## config.mk

```make
export PLATFORM = sky130hd
export DESIGN_NAME = fifo_write_arbiter_flat
export DESIGN_NICKNAME = d
export VERILOG_FILES = /design/src/rtl/fifo_write_arbiter_if.sv /design/src/rtl/fifo_write_arbiter.sv /design/src/flat_wrapper.sv
export SDC_FILE = /design/constraint.sdc
export NUM_CORES = 1
export LEC_CHECK = 0
export ABC_CLOCK_PERIOD_IN_PS = 2200
export BUFFER_PORTS_ARGS = -buffer_cell sky130_fd_sc_hd__buf_4
export CORE_MARGIN = 2
export CORE_UTILIZATION = 37
export CTS_BUF_LIST = sky130_fd_sc_hd__clkbuf_2 sky130_fd_sc_hd__clkbuf_4 sky130_fd_sc_hd__clkbuf_8
export DETAILED_ROUTE_END_ITERATION = 10
export PLACE_DENSITY = 0.76
export SLEW_MARGIN = 0
export SYNTH_ARGS = -nofsm -noshare
export SYNTH_HDL_FRONTEND = slang
export SYNTH_SLANG_ARGS = --single-unit
```

## constraint.sdc

```tcl
create_clock -name clock -period 2.2 [get_ports clock]
set_clock_uncertainty 0.15 [all_clocks]
set_input_delay 0.44 -clock clock [delete_from_list [all_inputs] [get_ports clock]]
set_output_delay 0.44 -clock clock [all_outputs]
set_load 0.01 [all_outputs]
```

## src/rtl/fifo_write_arbiter_if.sv

```systemverilog
// Producer-side and FIFO-side signals of the shared FIFO write port.
// master is the arbiter; slave is whatever drives producers/consumer and watches status.
interface fifo_write_arbiter_if #(
    parameter int N_REQ  = 4,
    parameter int DATA_W = 16,
    parameter int DEPTH  = 8
);
    localparam int OW = (N_REQ > 1) ? $clog2(N_REQ) : 1;
    localparam int LW = $clog2(DEPTH) + 1;

    logic [N_REQ-1:0]        req_valid;
    logic [N_REQ*DATA_W-1:0] req_data;
    logic [N_REQ-1:0]        req_ready;
    logic                    fifo_write;
    logic [DATA_W-1:0]       fifo_data;
    logic                    fifo_clear;
    logic                    fifo_read;
    logic                    flush;
    logic [OW-1:0]           grant_id;
    logic [LW-1:0]           level;
    logic                    busy;

    modport master (
        input  req_valid, req_data, fifo_read, flush,
        output req_ready, fifo_write, fifo_data, fifo_clear, grant_id, level, busy
    );

    modport slave (
        output req_valid, req_data, fifo_read, flush,
        input  req_ready, fifo_write, fifo_data, fifo_clear, grant_id, level, busy
    );
endinterface

```

## src/rtl/fifo_write_arbiter.sv

```systemverilog
// Round-robin, burst-limited arbiter for one FIFO write port, with its own
// occupancy tracking so the FIFO is never overfilled, and flush sequencing.
//
//   state | meaning
//   IDLE  | no owner; pick next requester round-robin (1-cycle latency)
//   BURST | owner may write up to MAX_BURST beats while space remains
//   FLUSH | one-cycle fifo_clear pulse, level forced to 0
module fifo_write_arbiter #(
    parameter int N_REQ     = 4,
    parameter int DATA_W    = 16,
    parameter int DEPTH     = 8,
    parameter int MAX_BURST = 4
) (
    input logic clock,
    input logic reset,
    fifo_write_arbiter_if.master bus
);
    localparam int OW = (N_REQ > 1) ? $clog2(N_REQ) : 1;
    localparam int LW = $clog2(DEPTH) + 1;
    localparam int BW = $clog2(MAX_BURST + 1);

    typedef enum logic [1:0] {IDLE = 2'd0, BURST = 2'd1, FLUSH = 2'd2} state_t;

    state_t        state, state_nx;
    logic [OW-1:0] owner, owner_nx;
    logic [OW-1:0] last_owner, last_owner_nx;
    logic [OW-1:0] pick;
    logic          pick_ok;
    logic [BW-1:0] beat_cnt, beat_cnt_nx;
    logic [LW-1:0] level, level_nx;
    logic          space;
    logic          xfer;
    logic          rd_ok;
    logic          owner_valid;
    logic [DATA_W-1:0] owner_data;

    // Space is judged on registered level only; a read this cycle frees room next cycle.
    assign space = (level < LW'(DEPTH));
    assign owner_valid = bus.req_valid[owner];

    always_comb begin
        owner_data = '0;
        for (int i = 0; i < N_REQ; i++) begin
            if (owner == OW'(i)) owner_data = bus.req_data[i*DATA_W +: DATA_W];
        end
    end

    // Scan downwards so the nearest requester after last_owner is written last and wins.
    always_comb begin
        logic [OW-1:0] cand;
        cand    = '0;
        pick    = '0;
        pick_ok = 1'b0;
        for (int k = N_REQ; k >= 1; k--) begin
            cand = OW'((int'(last_owner) + k) % N_REQ);
            if (bus.req_valid[cand]) begin
                pick    = cand;
                pick_ok = 1'b1;
            end
        end
    end

    always_comb begin
        state_nx       = state;
        owner_nx       = owner;
        last_owner_nx  = last_owner;
        beat_cnt_nx    = beat_cnt;
        xfer           = 1'b0;
        bus.req_ready  = '0;
        bus.fifo_write = 1'b0;
        bus.fifo_data  = '0;
        bus.fifo_clear = 1'b0;
        case (state)
            IDLE: begin
                if (bus.flush) begin
                    state_nx = FLUSH;
                end else if (pick_ok && space) begin
                    owner_nx    = pick;
                    beat_cnt_nx = '0;
                    state_nx    = BURST;
                end
            end
            BURST: begin
                bus.req_ready[owner] = ~bus.flush & space;
                xfer = owner_valid & ~bus.flush & space;
                if (xfer) begin
                    bus.fifo_write = 1'b1;
                    bus.fifo_data  = owner_data;
                    beat_cnt_nx    = beat_cnt + 1'b1;
                end
                if (bus.flush) begin
                    state_nx      = FLUSH;
                    last_owner_nx = owner;
                end else if (!owner_valid || (xfer && beat_cnt_nx == BW'(MAX_BURST))) begin
                    state_nx      = IDLE;
                    last_owner_nx = owner;
                end
            end
            FLUSH: begin
                bus.fifo_clear = 1'b1;
                state_nx       = IDLE;
            end
            default: state_nx = IDLE;
        endcase
    end

    assign rd_ok    = bus.fifo_read & (level != '0);
    assign level_nx = (state == FLUSH) ? '0 : level + LW'(xfer) - LW'(rd_ok);

    always_ff @(posedge clock) begin
        if (reset) begin
            state      <= IDLE;
            owner      <= '0;
            last_owner <= OW'(N_REQ - 1);
            beat_cnt   <= '0;
            level      <= '0;
        end else begin
            state      <= state_nx;
            owner      <= owner_nx;
            last_owner <= last_owner_nx;
            beat_cnt   <= beat_cnt_nx;
            level      <= level_nx;
        end
    end

    assign bus.grant_id = owner;
    assign bus.level    = level;
    assign bus.busy     = (state == BURST);
endmodule

```

## src/flat_wrapper.sv

```systemverilog
// flat-port wrapper written by rule: the top's interface ports become plain ports
module fifo_write_arbiter_flat 
#(
    parameter int N_REQ     = 4,
    parameter int DATA_W    = 16,
    parameter int DEPTH     = 8,
    parameter int MAX_BURST = 4
)
  (clock, reset, bus_req_valid, bus_req_data, bus_fifo_read, bus_flush, bus_req_ready, bus_fifo_write, bus_fifo_data, bus_fifo_clear, bus_grant_id, bus_level, bus_busy);
  fifo_write_arbiter_if #(.N_REQ(N_REQ), .DATA_W(DATA_W), .DEPTH(DEPTH)) bus_i ();
  input logic clock;
  input logic reset;
  input wire logic [$bits(bus_i.req_valid)-1:0] bus_req_valid;
  input wire logic [$bits(bus_i.req_data)-1:0] bus_req_data;
  input wire logic [$bits(bus_i.fifo_read)-1:0] bus_fifo_read;
  input wire logic [$bits(bus_i.flush)-1:0] bus_flush;
  output wire logic [$bits(bus_i.req_ready)-1:0] bus_req_ready;
  output wire logic [$bits(bus_i.fifo_write)-1:0] bus_fifo_write;
  output wire logic [$bits(bus_i.fifo_data)-1:0] bus_fifo_data;
  output wire logic [$bits(bus_i.fifo_clear)-1:0] bus_fifo_clear;
  output wire logic [$bits(bus_i.grant_id)-1:0] bus_grant_id;
  output wire logic [$bits(bus_i.level)-1:0] bus_level;
  output wire logic [$bits(bus_i.busy)-1:0] bus_busy;
  assign bus_i.req_valid = bus_req_valid;
  assign bus_i.req_data = bus_req_data;
  assign bus_i.fifo_read = bus_fifo_read;
  assign bus_i.flush = bus_flush;
  assign bus_req_ready = bus_i.req_ready;
  assign bus_fifo_write = bus_i.fifo_write;
  assign bus_fifo_data = bus_i.fifo_data;
  assign bus_fifo_clear = bus_i.fifo_clear;
  assign bus_grant_id = bus_i.grant_id;
  assign bus_level = bus_i.level;
  assign bus_busy = bus_i.busy;
  fifo_write_arbiter #(.N_REQ(N_REQ), .DATA_W(DATA_W), .DEPTH(DEPTH), .MAX_BURST(MAX_BURST)) u_core (.clock(clock), .reset(reset), .bus(bus_i));
endmodule
```

; ---- After elaboration in Yosys (flattened, before gate mapping)
; Cells that the tools add are included.
; Widths: inputs -> output; s select.
[word_totals]
reg_bits = 13
inputBits = 72
out_inout_bits = 29
elab_cells = 93
[op_classes]
n_addsub = 7
magnitude_cmp = 7
n_eq_ne = 10
mux = 43
bitwise = 6
reduce_logical = 15
[op_table]
columns = cell, count
row1 = $mux 16, 6
row2 = $mux 2, 10
row3 = $lt 2x3->1 const B, 5
row4 = $mux 1, 14
row5 = $mux 3, 4
row6 = $bmux 1 s2, 5
row7 = $eq 2x2->1 const B, 3
row8 = $ne 3x2->1 const B, 2
row9 = $pmux 3 s2, 1
row10 = $reduce_and 3->1, 2
row11 = $add 2x1->2 const B, 2
row12 = $add 2x2->2 const B, 2
row13 = $add 4x1->4, 1
row14 = $and 1x1->1, 4
row15 = $and 4x4->4, 1
row16 = $eq 2x1->1 const B, 2
row17 = $logic_not 2->1, 2
row18 = $lt 4x4->1 const B, 1
row19 = $mux 4, 1
row20 = $pmux 2 s2, 1
row21 = $reduce_and 2->1, 2
row22 = $reduce_bool 2->1, 2
row23 = $reduce_bool 4->1, 1
row24 = $sub 4x1->4, 1
row25 = other kinds (11), 13

; ---- Depth between registers and ports, before layout
; Gate-level depths: netlist of run 1.
[logic_depth]
ltp_word = 12
ltp_mapped = 10
mapped_depth_nobuf = 10

; ---- Least setup slack after synthesis of run 1
; OpenSTA, ideal clock, no wires.
[synth_path]
kind = reg-to-reg
start = reg u_core.owner[0] (netlist: u_core.bus.grant_id[0])
end = reg u_core.level[1] (netlist: u_core.bus.level[1])
arrival_ns = 1.993
required_ns = 1.986
slack_ns = -0.008
stages_incl_launch_ff = 8
n_path_buf = 0
period_less_slack_ns = 2.208
path_cell_list = dfxtp_1 > mux4_2 > nand2_1 > inv_1 > ha_1 > inv_1 > fa_1 > nor2_1
[synth_between]
elab_chain_cells = 7
[synth_lines]
columns = element, line
row1 = "start, declared", fifo_write_arbiter.sv:25  ; logic [OW-1:0] owner, owner_nx;
row2 = "start signal, assigned", fifo_write_arbiter.sv:119  ; owner <= owner_nx;
row3 = $bmux 1 s2, fifo_write_arbiter.sv:39  ; assign owner_valid = bus.req_valid[owner];
row4 = $mux 1 (not written as such), fifo_write_arbiter.sv:39
row5 = $and 1x1->1 (2 in series), fifo_write_arbiter.sv:85  ; xfer = owner_valid & ~bus.flush & space;
row6 = $mux 1, fifo_write_arbiter.sv:73  ; case (state)
row7 = $add 4x1->4, fifo_write_arbiter.sv:108  ; assign level_nx = (state == FLUSH) ? '0 : level + LW'(xfer) - LW'(rd_ok);
row8 = $sub 4x1->4, fifo_write_arbiter.sv:108
row9 = "end signal, assigned", fifo_write_arbiter.sv:122  ; level <= level_nx;
row10 = "end, declared", fifo_write_arbiter.sv:30  ; logic [LW-1:0] level, level_nx;
; No other way between the ends. The select of a mux whose other input is x is not followed.
; A chain may end at the register's enable or synchronous reset.

; ---- Final worst setup path of run 1
[layout_path]
start = reg u_core.owner[0] (netlist: u_core.bus.grant_id[0])
end = out bus_fifo_data[12]
[layout_between]
elab_chain_cells = 7
[layout_lines]
columns = element, line
row1 = $logic_not 2->1, fifo_write_arbiter.sv:44  ; if (owner == OW'(i)) owner_data = bus.req_data[i*DATA_W +: DATA_W];
row2 = $mux 16 (4 in series), fifo_write_arbiter.sv:44
row3 = $mux 16 *, fifo_write_arbiter.sv:86  ; if (xfer) begin
row4 = $mux 16 *, fifo_write_arbiter.sv:73
row5 = "end, declared", flat_wrapper.sv:19  ; output wire logic [$bits(bus_i.fifo_data)-1:0] bus_fifo_data;
; Mark *: on every way between the ends. The rest lies on a longest branch, timed or not. The select of a mux whose other input is x is not followed.

==> results of run 1 <==
-- worst max path at each step --
stage	end	slack, ns	startpoint
2_1_floorplan	u_core.bus.level[1]	0.03	bus_req_valid[3]
3_3_place_gp	u_core.bus.level[1]	0.03	bus_req_valid[3]
3_5_place_dp	u_core.bus.level[1]	0.02	bus_req_valid[3]
4_1_cts	bus_fifo_data[10]	-0.08	u_core.bus.grant_id[0]
5_1_grt	bus_fifo_write	-0.14	u_core.bus.grant_id[0]
6_report	bus_fifo_data[12]	-0.1	u_core.bus.grant_id[0]
-- metal layers --
layer / up-vias / track usage / part of all wire / wire length [µm]
li1: 734 / - / - / -
met1: 741 / 0.285 / 0.38 / 1860
met2: 76 / 0.417 / 0.52 / 2500
met3: 12 / 0.0411 / 0.075 / 361
met4: 0 / 0.0652 / 0.024 / 118
met5: - / 0 / 0 / 0
-- synthesized netlist by cell type (all sizes together) (5+ instances only) --
cell / number
mux4: 17
and3: 16
nor2: 14
dfxtp: 13
inv: 13
a21oi: 8
ha: 6
clkbuf: 5
nand2: 5
nand2b: 5
-- power breakdown --
part / switching (mW) / internal, mW
logic: 0.304 / 0.437
registers: 0.0506 / 0.281
clock network: 0.0797 / 0.0827
total: 0.435 / 0.801
-- metrics by stage --
stage,power [mW],std cells
6_report,1.24,297
5_1_grt,1.33,297
4_1_cts,1.22,296
3_5_place_dp,1.03,289
3_3_place_gp,1.02,289
2_1_floorplan,0.748,136
-- cell type report --
cell class / instances / area, µm²
Tap cell: 46 / 57.6
Timing Repair Buffer: 119 / 955
Clock buffer: 4 / 30.0
Inverter: 13 / 48.8
Fill cell: 263 / 1000
Multi-Input combinational cell: 102 / 1000
Sequential cell: 13 / 268
-- cells by family after synthesis --
group / after synthesis
xor gates and xnor gates: 3
muxes: 19
adders and majority gates: 7
buffers and inverters: 21
and+or+nand+nor: 56
AOI/OAI and AO/OA: 17
DFF: 13
-- flip-flops by register name (all words and copies together) (netlist names) --
name,count
u_core.beat_cnt,3
u_core.bus.level,4
u_core.bus.grant_id,2
u_core.last_owner,2
u_core.state,2
-- what timing repair did --
| item | CTS | global route |
|---|---|---|
| buffers inserted | 2 | 1 |
| resized for setup | 12 | 17 |
| pin swaps | 1 | 4 |
| endpoints found under the setup margin | 21 | 23 |
| gates cloned | 2 | 0 |
==> results.md, run 1 <==
| Result | Value |
| --- | --- |
| Critical Path Source Type | register |
| Avg WL per Cell | 16.3 µm |
| Time the final worst path needs with I/O delays and setup | 2.30 ns |
| Crit-path cells | mux4_2, buf_12, and3_1, buf_4 |
| Total number of nets in the final design | 331 |
| Number of distinct library cells after synthesis | 38 |
| Portion of the post-synthesis area used by sequential elements | 0.198 |
| Total nets after synthesis | 215 |
| Largest stage delay on the critical path | 0.56 ns |
| Register-to-Register Setup Slack | 0.11 ns |
| Main combinational cell family by area after synthesis | multiplexers |
| Fraction of layout instances using a drive strength above 1 | 0.614 |
| Row count | 21 |
| Pin count of the biggest net entering global routing | 19 |
| Startpoint of the tightest hold check path | reset |
| Number of buffer and inverter instances along the worst setup path | 2 |
| Max transition margin | 0.692 |
| Post-DP Area | 2210 µm² |
| Share of the synthesized area in compound gates (AO/OA/AOI/OAI) | 0.0875 |
| Top fanout value on the critical path | 17 |
| HPWL after detailed placement | 3780 µm |
| Initial standard-cell utilization of the core | 0.391 |
| Worst path slowest cell | sky130_fd_sc_hd__mux4_2 |
| Number of endpoints with negative hold slack in the final report | 0 |
| Adder and majority gate portion of the synthesized area | 0.0723 |
| Path type of the worst setup path | register to primary output |
| Async set or reset register ratio after synthesis | 0 |
| Cell area after layout | 2360 µm² |
| Place WS | 0.0180 ns |
| Max IR drop VDD | 0.498 mV |
| Reported max-cap violation count | 0 |
| Clock sinks | 13 |
| Via count of the first global-routing pass | 1477 |
| Count of antenna diodes in the layout | 0 |
| Layout overhead on the synthesized area | 79.6% |
| Maximum clock rate | 436 MHz |
| CP arrival | 1.71 ns |
| I/O Buffers | 100 |
| Crit end category | primary output |
| Number of remaining DRC errors | 0 |
| DR vias | 1563 |
| Commonest cells after routing, fill and taps aside | sky130_fd_sc_hd__buf_4 (104), sky130_fd_sc_hd__mux4_2 (17), sky130_fd_sc_hd__and3_1 (15) |
| Total power density per cell area | 523 nW/µm² |
| Worst endpoint required time | 1.61 ns |
| Number of storage elements in the synthesis netlist | 13 |
| Outcome | complete, but fails checks |
| Endpoint with the worst hold slack | u_core.bus.grant_id[0] |
| Most common flop cell mapped by yosys | sky130_fd_sc_hd__dfxtp_1 |
| Hold Path Cell Cnt | 2 |
| Detailed-router iteration count before antenna repair | 4 |
| Final Max Slew Viols | 0 |
| CTS tree | built |
| Post-route setup slack | -0.0957 ns |
| Clock input transition at the sequential cells of the worst setup and hold paths | 0.08 ns |
| Root buf cell | sky130_fd_sc_hd__clkbuf_4 |
| Per-instance average area after synthesis | 9.67 µm² |
| Unrepaired setup endpoints after global routing | true |
| Top cell type by total area after synthesis | sky130_fd_sc_hd__mux4_2 |
| Least-Margin Pin Slew | 0.459 ns |
| Average vias per placed instance | 5.26 |
| Leading cell type in the layout, fill and taps excluded | sky130_fd_sc_hd__buf_4 |
| Maximum buffer depth of the clock tree | 2 |
| Global routing usage summed across all routing layers | 0.233 |
| Height of the die | 63.6 µm |
| GPL Wtd Cong | 0.828 |
| Stages on worst setup path | 4 |
| Share of synthesized area spent on multiplexers | 0.306 |
| Synthesized netlist cell count | 136 |
| Global route total overflow | 0 |
| Number of synthesized flops with an enable pin | 0 |
| Post-synthesis instance area | 1320 µm² |
| Final worst path period share | 1.04 |
| Fraction of post-synthesis cell area in the top cell type by area | 0.291 |
| Reg-to-reg critical path startpoint | u_core.bus.grant_id[0] |
| Full die area | 4050 µm² |
| Total negative slack for setup checks | -1.24 ns |
| Synth top area cells | sky130_fd_sc_hd__mux4_2 (29%), sky130_fd_sc_hd__dfxtp_1 (20%), sky130_fd_sc_hd__and3_1 (7.6%) |
| Insertion delay of the later-clocked pin in the worst-skew pair | 0.28 ns |
| Top Family by Delay on Critical Path | multiplexers |
| Number of cells on the worst reg-to-reg path | 7 |
| Drt initial violations | 41 |
| Num ports | 101 |
| Core area | 3360 µm² |
| Simple-Gate Fraction of Synth Area | 0.250 |
| Static power due to leakage | 1.14 nW |
| Num CTS Buffers | 3 |
| Ys Warns | 0 |
| Global-route wire length before repair | 7390 µm |
| Setup Viol. Count Final | 17 |
| H-tree lvl count | 1 |
| Xor/xnor cell area share of the yosys netlist | 0.0200 |
| Post-layout util | 0.702 |
| Worst min-delay path category | input port to register |
| Horizontal die dimension | 63.6 µm |
| Antenna violations before repair | 0 |
| Worst slack on hold paths | 0.264 ns |
| Count of hold-fix buffers inserted at cts | 0 |
| Violated checks | negative setup slack |
| DRT antenna net count | 0 |
| Worst reg2reg endpoint | u_core.bus.level[1] |
| Routed wire length | 4840 µm |
No activity file was read; power rests on OpenSTA's default activity.
==> run 2, diff against run 1 <==
- ABC_CLOCK_PERIOD_IN_PS: 2200 -> 2640
- BUFFER_PORTS_ARGS: -buffer_cell sky130_fd_sc_hd__buf_4 -> default
- CORE_UTILIZATION: 37 -> 55
- DONT_BUFFER_PORTS: default -> 1
- PLACE_DENSITY: 0.76 -> 0.68
- clock period: 2.2 -> 2.64 ns (I/O delays scaled with it)
==> results.md, run 2 (same netlist as run 1, synthesis figures left out) <==
| Result | Value | vs previous |
| --- | --- | --- |
| Total negative slack for setup checks | 0 ns | +1.24 ns |
| Fraction of power spent switching nets | 0.374 | +0.0218 |
| Number of remaining DRC errors | 0 | unchanged |
| Layout overhead on the synthesized area | 5.99% |  |
| Core area | 2230 µm² | -34% |
| Total power density per cell area | 583 nW/µm² | +12% |
| DR vias | 1077 | -31% |
| Resize count post-CTS | 0 | -12 |
| Global-route wire length before repair | 4650 µm | -37% |
| Detailed-router iteration count before antenna repair | 5 | +1 |
| Global routing usage summed across all routing layers | 0.226 | -0.00737 |
| Height of the die | 52.9 µm | -17% |
| Worst endpoint required time | 1.96 ns | +0.35 ns |
| Fraction of layout instances using a drive strength above 1 | 0.239 | -0.374 |
| Fraction of power consumed by combinational cells | 0.503 | -0.097 |
| Top Family by Delay on Critical Path | multiplexers |  |
| Count of hold-fix buffers inserted at cts | 0 | unchanged |
| Final Max Slew Viols | 0 | unchanged |
| Total number of nets in the final design | 218 | -34% |
| Row count | 17 | -19% |
| Hold Path Cell Cnt | 1 | -1 |
| Top fanout value on the critical path | 21 | +4 |
| Max IR drop VDD | 0.489 mV | -1.9% |
| Largest register FFs | 4 | unchanged |
| Time the final worst path needs with I/O delays and setup | 2.44 ns |  |
| Commonest cells after routing, fill and taps aside | sky130_fd_sc_hd__mux4_2 (17), sky130_fd_sc_hd__and3_1 (16), sky130_fd_sc_hd__inv_1 (13), sky130_fd_sc_hd__nor2_1 (13), sky130_fd_sc_hd__dfxtp_1 (13) |  |
| I/O Buffers | 0 | -100% |
| GPL Wtd Cong | 0.714 | -14% |
| Worst path slowest cell | sky130_fd_sc_hd__mux4_2 |  |
| Root buf cell | sky130_fd_sc_hd__clkbuf_4 |  |
| Clock sinks | 13 | unchanged |
| Maximum clock rate | 410 MHz |  |
| Endpoint with the worst hold slack | u_core.beat_cnt[1] |  |
| Register with the most flip-flops | u_core.bus.level |  |
| Unrepaired setup endpoints after global routing | false |  |
| Setup Viol. Count Final | 0 | -17 |
| Global route total overflow | 0 | unchanged |
| Fraction of power consumed by the clock network | 0.160 | +0.029 |
| Num ports | 101 | unchanged |
| Total power | 0.813 mW | -34% |
| Reported max-cap violation count | 0 | unchanged |
| HPWL after detailed placement | 2610 µm | -31% |
| Number of buffer and inverter instances along the worst setup path | 1 | -1 |
| Crit end category | primary output |  |
| Num CTS Buffers | 3 | unchanged |
| Largest stage delay on the critical path | 0.55 ns | about the same |
| Antenna violations before repair | 0 | unchanged |
| Critical Path Source Type | register |  |
| DRT antenna net count | 0 | unchanged |
| Path type of the worst setup path | register to primary output |  |
| Number of inserted filler cells in the final layout | 191 | -27% |
| Avg WL per Cell | 19.0 µm | +17% |
| CTS tree | built |  |
| Number of endpoints with negative hold slack in the final report | 0 | unchanged |
| Clock input transition at the sequential cells of the worst setup and hold paths | 0.08 ns | about the same |
| Full die area | 2800 µm² | -31% |
| Routed wire length | 3150 µm | -35% |
| Reg-to-reg critical path startpoint | u_core.bus.level[3] |  |
| Leading cell type in the layout, fill and taps excluded | sky130_fd_sc_hd__mux4_2 |  |
| Register-to-Register Setup Slack | 0.37 ns | +0.26 ns |
| Number of cells on the worst reg-to-reg path | 10 | +3 |
| Internal Pwr Total | 0.509 mW | -36% |
| H-tree lvl count | 1 | unchanged |
| Registers with the most flip-flops | u_core.bus.level: 4 flops, u_core.beat_cnt: 3 flops |  |
| Switching power | 0.304 mW | -30% |
| Startpoint of the tightest hold check path | reset |  |
| Max transition margin | 0.701 | +0.00981 |
| Number of setup buffers added after CTS | 0 | -2 |
| Average vias per placed instance | 6.49 | +23% |
| Final worst path period share | 0.924 |  |
| Horizontal die dimension | 52.9 µm | -17% |
| Drt initial violations | 21 | -49% |
| Static power due to leakage | 0.556 nW | -51% |
| Worst min-delay path category | input port to register |  |
| Outcome | finished clean |  |
| Maximum buffer depth of the clock tree | 2 | unchanged |
| Least-Margin Pin Slew | 0.447 ns | -0.0122 ns |
| Count of antenna diodes in the layout | 0 | unchanged |
| Worst reg2reg endpoint | u_core.bus.level[2] |  |
| Initial standard-cell utilization of the core | 0.589 | +0.198 |
| Pin count of the biggest net entering global routing | 23 | +4 |
| Stages on worst setup path | 3 | -1 |
| Insertion delay of the later-clocked pin in the worst-skew pair | 0.27 ns | about the same |
| Via count of the first global-routing pass | 1041 | -30% |
| Crit-path cells | buf_4, mux4_2, and3_1 |  |
| Share of power burned in registers | 0.337 | +0.068 |
| CP arrival | 1.76 ns | +0.05 ns |
-- run 2: how the worst max path moves through the flow --
| stage | start | endpoint |
|---|---|---|
| 2_1_floorplan | bus_req_valid[3] | u_core.bus.level[1] |
| 6_report | u_core.bus.grant_id[0] | bus_fifo_data[13] |
| 3_5_place_dp | u_core.bus.level[3] | u_core.bus.level[2] |
| 3_3_place_gp | u_core.bus.level[3] | u_core.bus.level[2] |
| 5_1_grt | u_core.bus.grant_id[0] | bus_fifo_data[15] |
| 4_1_cts | u_core.bus.grant_id[0] | bus_fifo_data[15] |
-- run 2: cell type report --
type	instances	area, µm²	share of cell area
clock buffers	4	30.0	0.0215
inverters	13	48.8	0.0350
multi-input cells	102	975	0.699
flip-flops and latches	13	260	0.187
well taps	28	35.0	0.0251
repair buffers	6	45.0	0.0323
-- run 2: routing by layer --
metal	global-route usage	share of wire	wire, µm
met1	0.272	0.35	1110
met2	0.398	0.53	1680
met4	0.0684	0.0089	28
met5	0	0	0
met3	0.0508	0.11	332
-- run 2: power groups by stage --
stage | sequential [mW] | combinational, mW | clock (mW)
global placement | 0.278 | 0.401 | 0
detailed placement | 0.279 | 0.414 | 0
CTS | 0.274 | 0.416 | 0.137
global route | 0.280 | 0.466 | 0.149
floorplan | 0.274 | 0.349 | 0
finish | 0.274 | 0.409 | 0.130
-- run 2: worst register-to-register path, cell delays in order (launching register included) --
cell,delay [ns]
sky130_fd_sc_hd__dfxtp_1,0.46
sky130_fd_sc_hd__inv_1,0.10
sky130_fd_sc_hd__ha_1,0.18
sky130_fd_sc_hd__a31oi_1,0.17
sky130_fd_sc_hd__ha_1,0.26
sky130_fd_sc_hd__inv_1,0.07
sky130_fd_sc_hd__ha_1,0.17
sky130_fd_sc_hd__inv_1,0.06
sky130_fd_sc_hd__fa_1,0.37
sky130_fd_sc_hd__xor2_1,0.14
sky130_fd_sc_hd__nor2_1,0.05
-- run 2: per-stage QoR --
step	cell area, µm²	hold slack (ns)	util	std cells	setup slack, ns
after floorplan	1320	0.302	-	136	0.378
after global placement	1360	0.304	0.611	162	0.444
after detailed placement	1360	0.311	0.611	162	0.355
after CTS	1390	0.158	0.624	166	0.161
after global routing	1390	0.138	0.624	166	0.0536
final	1390	0.167	0.624	166	0.201
==> run 3, diff against run 2 <==
- ABC_AREA: default -> 1
==> results.md, run 3 <==
| Result | Value | vs previous |
| --- | --- | --- |
| Avg WL per Cell | 15.9 µm | -16% |
| Number of endpoints with negative hold slack in the final report | 0 | unchanged |
| Num ports | 101 | unchanged |
| Total nets after synthesis | 324 | +51% |
| Critical Path Source Type | register |  |
| Post-route setup slack | 0.0997 ns | -0.101 ns |
| Number of placed instances, taps included | 278 | +72% |
| Async set or reset register ratio after synthesis | 0 | unchanged |
| Top cell types by occurrence after synthesis | sky130_fd_sc_hd__nand2_1 (46), sky130_fd_sc_hd__nor2_1 (36), sky130_fd_sc_hd__o21ai_0 (28) |  |
| Layout overhead on the synthesized area | 6.95% |  |
| Drt initial violations | 174 | +730% |
| DRT antenna net count | 0 | unchanged |
| Fraction of layout instances using a drive strength above 1 | 0.163 | -0.0758 |
| Routed wire length | 4470 µm | +42% |
| Global route total overflow | 0 | unchanged |
| Clock sinks | 13 | unchanged |
| Register with the most flip-flops | u_core.bus.level |  |
| Root buf cell | sky130_fd_sc_hd__clkbuf_4 |  |
| Top cell type by total area after synthesis | sky130_fd_sc_hd__dfxtp_1 |  |
| Clock input transition at the sequential cells of the worst setup and hold paths | 0.08 ns | about the same |
| CTS tree | built |  |
| Least-Margin Pin Slew | 0.507 ns | +0.0604 ns |
| Height of the die | 56.7 µm | +7.3% |
| Largest register FFs | 4 | unchanged |
| Hold Path Cell Cnt | 1 | unchanged |
| Max transition margin | 0.658 | -0.0432 |
| Final worst path period share | 0.962 | +0.0384 |
| Post-layout util | 0.604 | -0.0202 |
| Via count of the first global-routing pass | 1609 | +55% |
| Total power density per cell area | 597 nW/µm² | +2.5% |
| GPL Wtd Cong | 0.866 | +21% |
| Average vias per placed instance | 6.09 | -6.2% |
| Leading cell type in the layout, fill and taps excluded | sky130_fd_sc_hd__nand2_1 |  |
| Synth top area cells | sky130_fd_sc_hd__dfxtp_1 (17%), sky130_fd_sc_hd__nand2_1 (11%), sky130_fd_sc_hd__o21ai_0 (9.2%) |  |
| Most common flop cell mapped by yosys | sky130_fd_sc_hd__dfxtp_1 |  |
| Number of synthesized flops with an enable pin | 0 | unchanged |
| Synthesized netlist cell count | 245 | +80% |
| Fraction of post-synthesis cell area in the top cell type by area | 0.170 | -0.121 |
| HPWL after detailed placement | 3550 µm | +36% |
| Count of antenna diodes in the layout | 0 | unchanged |
| Number of cells on the worst reg-to-reg path | 10 | unchanged |
| I/O Buffers | 0 | unchanged |
| Per-instance average area after synthesis | 6.25 µm² | -35% |
| Row count | 19 | +2 |
| Worst endpoint required time | 1.96 ns | about the same |
| Outcome | finished clean |  |
| Insertion delay of the later-clocked pin in the worst-skew pair | 0.28 ns | about the same |
| Total number of nets in the final design | 331 | +52% |
| Antenna violations before repair | 0 | unchanged |
| Time the final worst path needs with I/O delays and setup | 2.54 ns | +0.101 ns |
| Full die area | 3220 µm² | +15% |
| Post-synthesis instance area | 1530 µm² | +16% |
| Crit end category | primary output |  |
| Static power due to leakage | 0.723 nW | +30% |
| Maximum clock rate | 394 MHz | -4.0% |
| Number of setup buffers added after CTS | 0 | unchanged |
| Pin count of the biggest net entering global routing | 24 | +4.3% |
| Global-route wire length before repair | 7080 µm | +52% |
| Path type of the worst setup path | register to primary output |  |
| Count of placed standard cells in the final layout, fillers left out | 282 | +70% |
| Max IR drop VDD | 0.526 mV | +7.6% |
| H-tree lvl count | 1 | unchanged |
| Ys Warns | 0 | unchanged |
| Setup Viol. Count Final | 0 | unchanged |
| Initial standard-cell utilization of the core | 0.565 | -0.0242 |
| Global routing usage summed across all routing layers | 0.270 | +0.0441 |
| Final Max Slew Viols | 0 | unchanged |
| Num CTS Buffers | 3 | unchanged |
| Top fanout value on the critical path | 18 | -14% |
| Maximum buffer depth of the clock tree | 2 | unchanged |
| Most frequent cell after synthesis | sky130_fd_sc_hd__nand2_1 |  |
| Number of remaining DRC errors | 0 | unchanged |
| Commonest cells after routing, fill and taps aside | sky130_fd_sc_hd__nand2_1 (45), sky130_fd_sc_hd__nor2_1 (36), sky130_fd_sc_hd__o21ai_0 (28) |  |
| Detailed-router iteration count before antenna repair | 5 | unchanged |
| Number of storage elements in the synthesis netlist | 13 | unchanged |
| Number of distinct library cells after synthesis | 40 | +5.3% |
| Number of inserted filler cells in the final layout | 253 | +32% |
| Portion of the post-synthesis area used by sequential elements | 0.170 | -0.0278 |
| Horizontal die dimension | 56.7 µm | +7.3% |
| Reported max-cap violation count | 0 | unchanged |
| Worst min-delay path category | input port to register |  |
| Core area | 2710 µm² | +21% |
| Registers with the most flip-flops | u_core.bus.level: 4 flops, u_core.beat_cnt: 3 flops |  |
| Place WS | 0.228 ns | -0.127 ns |
| DR vias | 1717 | +59% |
| CP arrival | 1.86 ns | +0.10 ns |
| Unrepaired setup endpoints after global routing | true |  |
run 3: cell families after synthesis:
family / synth area share
AND/OR/NAND/NOR: 0.359
AO/OA/AOI/OAI: 0.280
buffers and inverters: 0.106
flip-flops: 0.170
adder cells (fa/ha/maj): 0.0621
XOR/XNOR: 0.0229
run 3: cell type report:
cell class	count	area, µm²	area share
Tap cell	31	38.8	0.0237
Timing Repair Buffer	12	90.1	0.0550
Inverter	28	108	0.0657
Clock buffer	4	30.0	0.0183
Multi-Input combinational cell	194	1110	0.678
Sequential cell	13	260	0.159
run 3: routing by layer:
layer | track usage | vias up | routed length [µm]
li1 | - | 836 | -
met1 | 0.303 | 787 | 1730
met2 | 0.497 | 86 | 2330
met3 | 0.0691 | 8 | 345
met4 | 0.0764 | 0 | 70
met5 | 0 | - | 0
run 3: critical path: stages, from the launching register on:
cell                       delay (ns)
sky130_fd_sc_hd__dfxtp_1         0.34
sky130_fd_sc_hd__inv_1           0.30
sky130_fd_sc_hd__nand2_2         0.11
sky130_fd_sc_hd__nand2_4         0.13
sky130_fd_sc_hd__nand3_4         0.21
sky130_fd_sc_hd__a311oi_1        0.31
sky130_fd_sc_hd__buf_4           0.18
run 3: timing repair:
item | CTS | global route
setup endpoints to repair | 0 | 3
hold buffers | 0 | 0
gates resized for setup | 0 | 1
run 3: power by group:
part	leakage (nW)	switching, mW	internal, mW
clock network	0.0184	0.0670	0.0689
logic	0.598	0.339	0.217
registers	0.106	0.0548	0.230
run 3: worst paths after layout:
path                                from             endpoint  slack, ns
setup / recovery  u_core.bus.grant_id[1]     bus_fifo_data[0]        0.1
hold / removal                     reset      u_core.state[0]       0.15
setup reg to reg  u_core.bus.grant_id[1]  u_core.bus.level[2]       0.19
hold reg to reg       u_core.beat_cnt[1]   u_core.beat_cnt[1]       0.37
run 3: stage by stage:
| step | instance area [µm²] | total power [mW] | hold slack, ns | TNS (ns) |
|---|---|---|---|---|
| floorplan | 1530 | 0.722 | 0.308 | 0 |
| global placement | 1600 | 0.802 | 0.342 | 0 |
| detailed placement | 1600 | 0.832 | 0.358 | 0 |
| CTS | 1630 | 0.973 | 0.148 | 0 |
| global route | 1640 | 1.06 | 0.135 | -0.0196 |
| finish | 1640 | 0.978 | 0.153 | 0 |
